## config.mk

```make
export PLATFORM = sky130hd
export DESIGN_NAME = uart_cmd_parser
export DESIGN_NICKNAME = d
export VERILOG_FILES = /design/src/rtl/uart_cmd_parser.sv
export SDC_FILE = /design/constraint.sdc
export NUM_CORES = 1
export LEC_CHECK = 0
export ABC_AREA = 1
export CAP_MARGIN = 30
export CORE_MARGIN = 4
export CORE_UTILIZATION = 50
export CTS_CLUSTER_DIAMETER = 50
export DETAILED_ROUTE_END_ITERATION = 12
export PLACE_DENSITY = 0.76
export SYNTH_ARGS = -nofsm -noshare
export SYNTH_HDL_FRONTEND = slang
export SYNTH_SLANG_ARGS = --single-unit
```

## constraint.sdc

```tcl
create_clock -name clk -period 1.96 [get_ports clk]
set_input_delay 0.294 -clock clk [delete_from_list [all_inputs] [get_ports clk]]
set_output_delay 0.294 -clock clk [all_outputs]
set_load 0.01 [all_outputs]
```

## src/rtl/uart_cmd_parser.sv

```systemverilog
// rtl/uart_cmd_parser.sv - UART byte-stream frame decoder (HEADER,CMD,DATA,CSUM) driving seg/PWM/LED registers
// Optional inter-byte timeout abort is compiled in with PARSER_TIMEOUT_EN.
module uart_cmd_parser #(
  parameter logic [7:0]  HEADER         = 8'hAA,
  parameter int          PWM_MAX        = 100,
  parameter int          TIMEOUT_CYCLES = 104160,
  parameter logic [15:0] SEG_RST        = 16'h0000
) (
  input  logic        clk,
  input  logic        rst_n,
  input  logic [7:0]  rx_data,
  input  logic        rx_valid,
  output logic [15:0] seg_value,
  output logic [7:0]  pwm_duty,
  output logic [7:0]  led_mask,
  output logic        cmd_ok,
  output logic        cmd_err,
  output logic [1:0]  err_code,
  output logic [7:0]  frame_cnt
);

  localparam logic [1:0] S_IDLE     = 2'd0;
  localparam logic [1:0] S_GET_CMD  = 2'd1;
  localparam logic [1:0] S_GET_DATA = 2'd2;
  localparam logic [1:0] S_GET_CSUM = 2'd3;

  localparam logic [7:0] PWM_MAX_B = 8'(PWM_MAX);

  logic [1:0] r_state;
  logic [7:0] r_cmd;
  logic [7:0] r_data;
  logic       w_timeout;
  logic       w_csum_ok;

  assign w_csum_ok = (rx_data == (r_cmd ^ r_data));

`ifdef PARSER_TIMEOUT_EN
  localparam int TW = (TIMEOUT_CYCLES > 1) ? $clog2(TIMEOUT_CYCLES) : 1;
  localparam logic [TW-1:0] TMO_LAST = TW'(TIMEOUT_CYCLES - 1);

  logic [TW-1:0] r_tmo_cnt;

  assign w_timeout = (r_state != S_IDLE) && (r_tmo_cnt == TMO_LAST);

  always_ff @(posedge clk) begin
    if (!rst_n) begin
      r_tmo_cnt <= '0;
    end else if ((r_state == S_IDLE) || rx_valid || w_timeout) begin
      r_tmo_cnt <= '0;
    end else begin
      r_tmo_cnt <= r_tmo_cnt + 1'b1;
    end
  end
`else
  assign w_timeout = 1'b0;
`endif

  always_ff @(posedge clk) begin
    if (!rst_n) begin
      r_state   <= S_IDLE;
      r_cmd     <= 8'h00;
      r_data    <= 8'h00;
      seg_value <= SEG_RST;
      pwm_duty  <= 8'h00;
      led_mask  <= 8'h00;
      cmd_ok    <= 1'b0;
      cmd_err   <= 1'b0;
      err_code  <= 2'd0;
      frame_cnt <= 8'h00;
    end else begin
      cmd_ok  <= 1'b0;
      cmd_err <= 1'b0;
      // An expiring timeout beats a byte arriving in the same cycle; that byte is dropped.
      if (w_timeout) begin
        r_state  <= S_IDLE;
        cmd_err  <= 1'b1;
        err_code <= 2'd3;
      end else if (rx_valid) begin
        case (r_state)
          S_IDLE: begin
            if (rx_data == HEADER) r_state <= S_GET_CMD;
          end
          S_GET_CMD: begin
            r_cmd   <= rx_data;
            r_state <= S_GET_DATA;
          end
          S_GET_DATA: begin
            r_data  <= rx_data;
            r_state <= S_GET_CSUM;
          end
          default: begin
            r_state <= S_IDLE;
            if (!w_csum_ok) begin
              cmd_err  <= 1'b1;
              err_code <= 2'd1;
            end else begin
              case (r_cmd)
                8'h01: seg_value[7:0]  <= r_data;
                8'h02: seg_value[15:8] <= r_data;
                8'h03: pwm_duty        <= (r_data > PWM_MAX_B) ? PWM_MAX_B : r_data;
                8'h04: led_mask        <= r_data;
                8'h05: begin
                  seg_value <= SEG_RST;
                  pwm_duty  <= 8'h00;
                  led_mask  <= 8'h00;
                end
                default: ;
              endcase
              if ((r_cmd >= 8'h01) && (r_cmd <= 8'h05)) begin
                cmd_ok    <= 1'b1;
                frame_cnt <= frame_cnt + 8'd1;
              end else begin
                cmd_err  <= 1'b1;
                err_code <= 2'd2;
              end
            end
          end
        endcase
      end
    end
  end

endmodule

```

### Word level (Yosys, flattened, before mapping)

Cells that the tools add are included.

| word-level totals | value |
|---|---|
| logic and storage cells | 61 |
| flip-flop bits (word level) | 62 |

| operators by class | value |
|---|---|
| $add $sub $neg | 1 |
| reductions and logical operators | 18 |
| bitwise logic cells | 5 |
| eq/ne operators | 11 |
| mux-type cells | 12 |
| $lt $le $gt $ge | 3 |

Operators by type and width:

| operator | number |
|---|---|
| $pmux 8 s2 | 4 |
| $reduce_and 4->1 | 5 |
| $eq 8x2->1 const B | 2 |
| $eq 8x3->1 const B | 2 |
| $add 8x1->8 const B | 1 |
| $eq 8x1->1 const B | 1 |
| $eq 8x8->1 | 1 |
| $eq 8x8->1 const B | 1 |
| $ge 8x1->1 const B | 1 |
| $gt 8x7->1 const B | 1 |
| $le 8x3->1 const B | 1 |
| $mux 8 | 1 |
| $reduce_bool 2->1 | 4 |
| $xor 8x8->8 | 1 |
| $mux 2 | 3 |
| $pmux 2 s3 | 1 |
| $reduce_and 2->1 | 3 |
| $reduce_or 6->1 | 1 |
| $reduce_or 5->1 | 1 |
| $ne 2x2->1 const B | 2 |
| $not 1->1 | 4 |
| $mux 1 | 3 |
| $reduce_and 3->1 | 1 |
| $reduce_or 3->1 | 1 |
| 4 further kinds | 4 |

### Longest topological paths before layout

Gate-level depths: netlist (run 1).

| depth | value |
|---|---|
| depth in word-level cells | 4 |
| gate-level depth with buffers | 14 |
| gate-level depth less buffers | 13 |

### Worst setup path before layout (run 1)

Ideal clock, no wire load.

| timing path | value |
|---|---|
| path kind | reg2reg |
| start | register r_cmd[1] |
| end | register pwm_duty[0] |
| arrival time | 1,330 ps |
| data required time | 1,832 ps |
| buffers on the path | 1 |
| clock period less this slack | 1,457 ps |
| cell stages (with the launch flop) | 13 |
| path slack | 503 ps |
| setup time | 128 ps |
| cell sequence | dfxtp_1 > inv_2 > nand2_1 > nand2_1 > nand2_1 > nand2_1 > nor2_2 > nand2_2 > nor2_8 > nand2_4 > buf_6 > o21ai_1 > nor2_1 |

| on the way | value |
|---|---|
| word-level cells in the longest chain between the ends | 3 |
| elaborated cells on any way between the ends | 7 |

RTL lines:

| item | RTL line | source |
|---|---|---|
| from (decl) | 30 | `logic [7:0] r_cmd;` |
| from (signal assigned) | 84 | `r_cmd <= rx_data;` |
| $eq 8x3->1 (tied with other cells) | 97 | `case (r_cmd)` |
| $reduce_bool 2->1 (no line) / $eq 8x8->1 (equally long branches) | - |  |
| $reduce_and 4->1 (no line) | - |  |
| to (signal assigned) | 100 | `8'h03: pwm_duty <= (r_data > PWM_MAX_B) ? PWM_MAX_B : r_data;` |
| to (decl) | 14 | `output logic [7:0] pwm_duty,` |

Several ways; a longest one is shown, not always the timed one.
A chain may end at the register's enable or synchronous reset.

### Worst setup path after layout (run 1)

| timing path | value |
|---|---|
| start | register r_cmd[5] |
| end | register err_code[0] |

| on the way | value |
|---|---|
| word-level cells in the longest chain between the ends | 4 |
| elaborated cells on any way between the ends | 8 |

RTL lines:

| item | RTL line | source |
|---|---|---|
| $ge 8x1->1 (tied with other cells) | 109 | `if ((r_cmd >= 8'h01) && (r_cmd <= 8'h05)) begin` |
| $logic_and 1x1->1 / $eq 8x8->1 (equally long branches) | 109, 35 |  |
| $ne 2x2->1 (no line) | - |  |
| $reduce_and 3->1 (no line) | - |  |
| to (signal assigned) | 77 | `err_code <= 2'd3;` |
| to (signal assigned) | 95 | `err_code <= 2'd1;` |
| to (signal assigned) | 114 | `err_code <= 2'd2;` |
| to (decl) | 18 | `output logic [1:0] err_code,` |

Several ways; a longest one is shown, not always the timed one.

==> results.ini, run 1 <==
[sta]
slew-limit-headroom_pct = 65.8
final_hold_viol_count = 0
fin_crit_sh_pct = 91.7
tightest_slew_ns = 0.511
fmax_mhz = 556
fin_crit_ns = 1.80
grt_setup_unrepaired = yes
setup_violations = 0
finalMaxSlewViolations = 0
skew_ns = 0.00673

[synth]
synthTopCellsByArea = dfxtp_1 (38%), nand2_1 (18%), nor2_1 (8.9%), inv_1 (7.3%), nand3_1 (6.0%)
yosysSeqAreaShare_pct = 38.3
synth_cell_types = 27
syn_nets = 524
netlist_instances = 508
avgSynthCellArea_um2 = 6.38
yosysMostFrequentCell = nand2_1
yosys-top-cells-count = nand2_1 (157), nor2_1 (77), inv_1 (63)
ys_ff_latch = 62
yosysWarnings = 0
synth_top_area_cell = dfxtp_1
yosys_most_used_dff = dfxtp_1
syn-cell-area_um2 = 3240
async_flop_share_pct = 0
synth_edf_count = 0
synth.top_cell.area_share_pct = 38.3

[clocking]
cts_tree = built
clock_path_buffers = 2
cts_root_buf = clkbuf_8
clock_latency_ns = 0.35
cts_setup_buffers = 0
htreeDepth = 3
cts_buffers = 9
clk_pin_slew_worst_paths_ns = 0.08
clock_sinks = 62

[critical_path]
reg2reg_setup_slack_ns = 0.16
startpoint_type = register
endpoint_kind = register
reg2reg_from = r_cmd[5]$_SDFFE_PN0P_
path_max_fanout = 9
reg2regPathDepth = 10
criticalPathCategory = reg -> reg
r2r_end = err_code[0]$_SDFFE_PN0P_
arrival_ns = 2.08
required_ns = 2.24

[status]
run_status = finished, final reports clean

[grt]
antenna_found_initial = 0
track_usage_pct = 22.3
grt_pass1_vias = 3174
grt_overflow_total = 0
grt_max_degree = 32
grt_pass1_wl_um = 13800

[run]
cap_viol_max_count = 0

[power_and_ir_drop]
vdd_drop_max_mv = 0.415
p_leak_nw = 2.05
switchingPower_w = 0.000635
cellPowerDensity_nw_per_um2 = 633
clock_power_share_pct = 47.7
power_w = 0.00267
p_int_w = 0.00204
power.share.combinational_pct = 5.2
power_frac_seq_pct = 47.1
p_sw_share_pct = 23.7

[final_layout]
areaGrowthSynthToFinish_pct = 30.2
layout-drive-gt1-share_pct = 10.7
fin_cells = 666
antenna_cells = 0
nets = 600
final_cell_area_um2 = 4220
final_util_pct = 66.9

[worst_hold_path]
holdPathStages = 2
holdPathEnd = err_code[1]$_SDFFE_PN0P_
hold_start = err_code[1]$_SDFFE_PN0P_
hp-class = reg -> reg

[detailed_routing]
drt_iter0_markers = 195
wl_um = 8320
vias = 3359
first_pass_iters = 5
drc = 0
viasPerCell = 5.04
wl_per_cell_um = 12.5
ant_nets = 0

[placement]
dp_cells = 650
place_area_um2 = 3990
gp_congestion = 0.856
dpl.hpwl_um = 6260
port_buffers = 54

[floorplan]
core_area_um2 = 6310
io_pins = 55
die_h_um = 88.5
row_count = 29
die-area_um2 = 7840
die_w_um = 88.5
initial_core_util_pct = 51.4

[power by group through the flow]
stage | combinational (W) | clock (W) | sequential, W
after floorplan | 0.0000707 | 0 | 0.00129
after global placement | 0.000134 | 0 | 0.00129
after detailed placement | 0.000137 | 0 | 0.00129
after CTS | 0.000137 | 0.00130 | 0.00126
after global routing | 0.000153 | 0.00135 | 0.00126
final | 0.000139 | 0.00127 | 0.00126
[timing repair]
| item | in CTS | in global routing |
|---|---|---|
| resized for setup | 0 | 4 |
| setup endpoints to repair | 0 | 6 |
| hold buffers | 0 | 0 |
[worst max-delay path by stage]
stage / startpoint / slack (ns) / end
2_1_floorplan: r_cmd[1]$_SDFFE_PN0P_ / 0.50 / pwm_duty[0]$_SDFFE_PN0P_
3_3_place_gp: rx_data[7] / -0.14 / seg_value[13]$_SDFFE_PN0P_
3_5_place_dp: rx_data[7] / -0.19 / led_mask[5]$_SDFFE_PN0P_
4_1_cts: r_cmd[5]$_SDFFE_PN0P_ / 0.15 / frame_cnt[0]$_SDFFE_PN0P_
5_1_grt: rx_data[4] / -0.002 / seg_value[0]$_SDFFE_PN0P_
6_report: r_cmd[5]$_SDFFE_PN0P_ / 0.16 / err_code[0]$_SDFFE_PN0P_
[kinds of logic (layout without fill, tap and decap cells)]
kind of cell	count (synthesis)	count (layout)	synth area share, %
flip-flops	62	62	38.3
AO/OA/AOI/OAI	56	56	8.64
AND/OR/NAND/NOR	300	300	40.2
XOR/XNOR	6	6	1.62
buffers and inverters	79	160	9.38
adder cells (fa/ha/maj)	5	5	1.93
[cell type report]
type | count | area (µm²)
Clock buffer | 9 | 124
Clock inverter | 7 | 97.6
Fill cell | 560 | 2090
Inverter | 70 | 263
Multi-Input combinational cell | 367 | 1710
Sequential cell | 62 | 1240
Tap cell | 77 | 96.3
Timing Repair Buffer | 74 | 691
[registers in the layout, summed over array words and instances, names as in the netlist]
register and flops:
seg_value 16, frame_cnt 8, led_mask 8, pwm_duty 8, r_cmd 8, r_data 8
err_code 2, r_state 2, cmd_err 1, cmd_ok 1
[metrics by stage]
stage | setup slack [ns] | setup TNS (ns) | hold WS, ns
2_1_floorplan | 0.503 | 0 | 0.461
4_1_cts | 0.150 | 0 | 0.454
6_report | 0.162 | 0 | 0.450
5_1_grt | -0.00202 | -0.00202 | 0.470
3_5_place_dp | -0.193 | -4.25 | 0.442
3_3_place_gp | -0.138 | -2.82 | 0.429
[layer usage]
layer  vias up  track usage (%)  part of all wire, %
met5         -                0                    0
met4         0             9.75                  2.6
met3        21             4.47                  6.3
met2       102             37.3                   47
met1      1503             27.8                   44
li1       1733                -                    -
[placed cells by master (no fill, tap or decap), drive strengths merged]
cell           synthesis  routed
nand2                165     165
nor2                  82      82
inv                   70      71
dfxtp                 62      62
clkdlybuf4s50          0      54
nand3                 41      41
a21oi                 29      29
o21ai                 27      27
buf                    2      20
clkbuf                 7       9
ha                     5       5
nor3                   4       4
nor4                   4       4
nand4                  3       3
xnor2                  3       3
xor2                   3       3
clkinvlp               0       2
bufinv                 0       2
clkinv                 0       2
and3                   1       1
[critical path: stages (launching register included)]
cell and delay, ns:
dfxtp_1 0.33, inv_1 0.15, nand3_1 0.19, nor2_1 0.13
nand3_1 0.18, nand2_4 0.16, nand3_1 0.15, buf_4 0.17
nand2_1 0.09, nand2_1 0.06, a21oi_1 0.11
Power figures use the tool's default switching activity.
==> run 2, diff against run 1 <==
--- a/config.mk
+++ b/config.mk
@@ -6,7 +6,6 @@
 export NUM_CORES = 1
 export LEC_CHECK = 0
 export ABC_AREA = 1
-export CAP_MARGIN = 30
 export CORE_MARGIN = 4
 export CORE_UTILIZATION = 50
 export CTS_CLUSTER_DIAMETER = 50
==> results of run 2 <==
No change in the layout: final DEF, timing and power equal those of run 1.
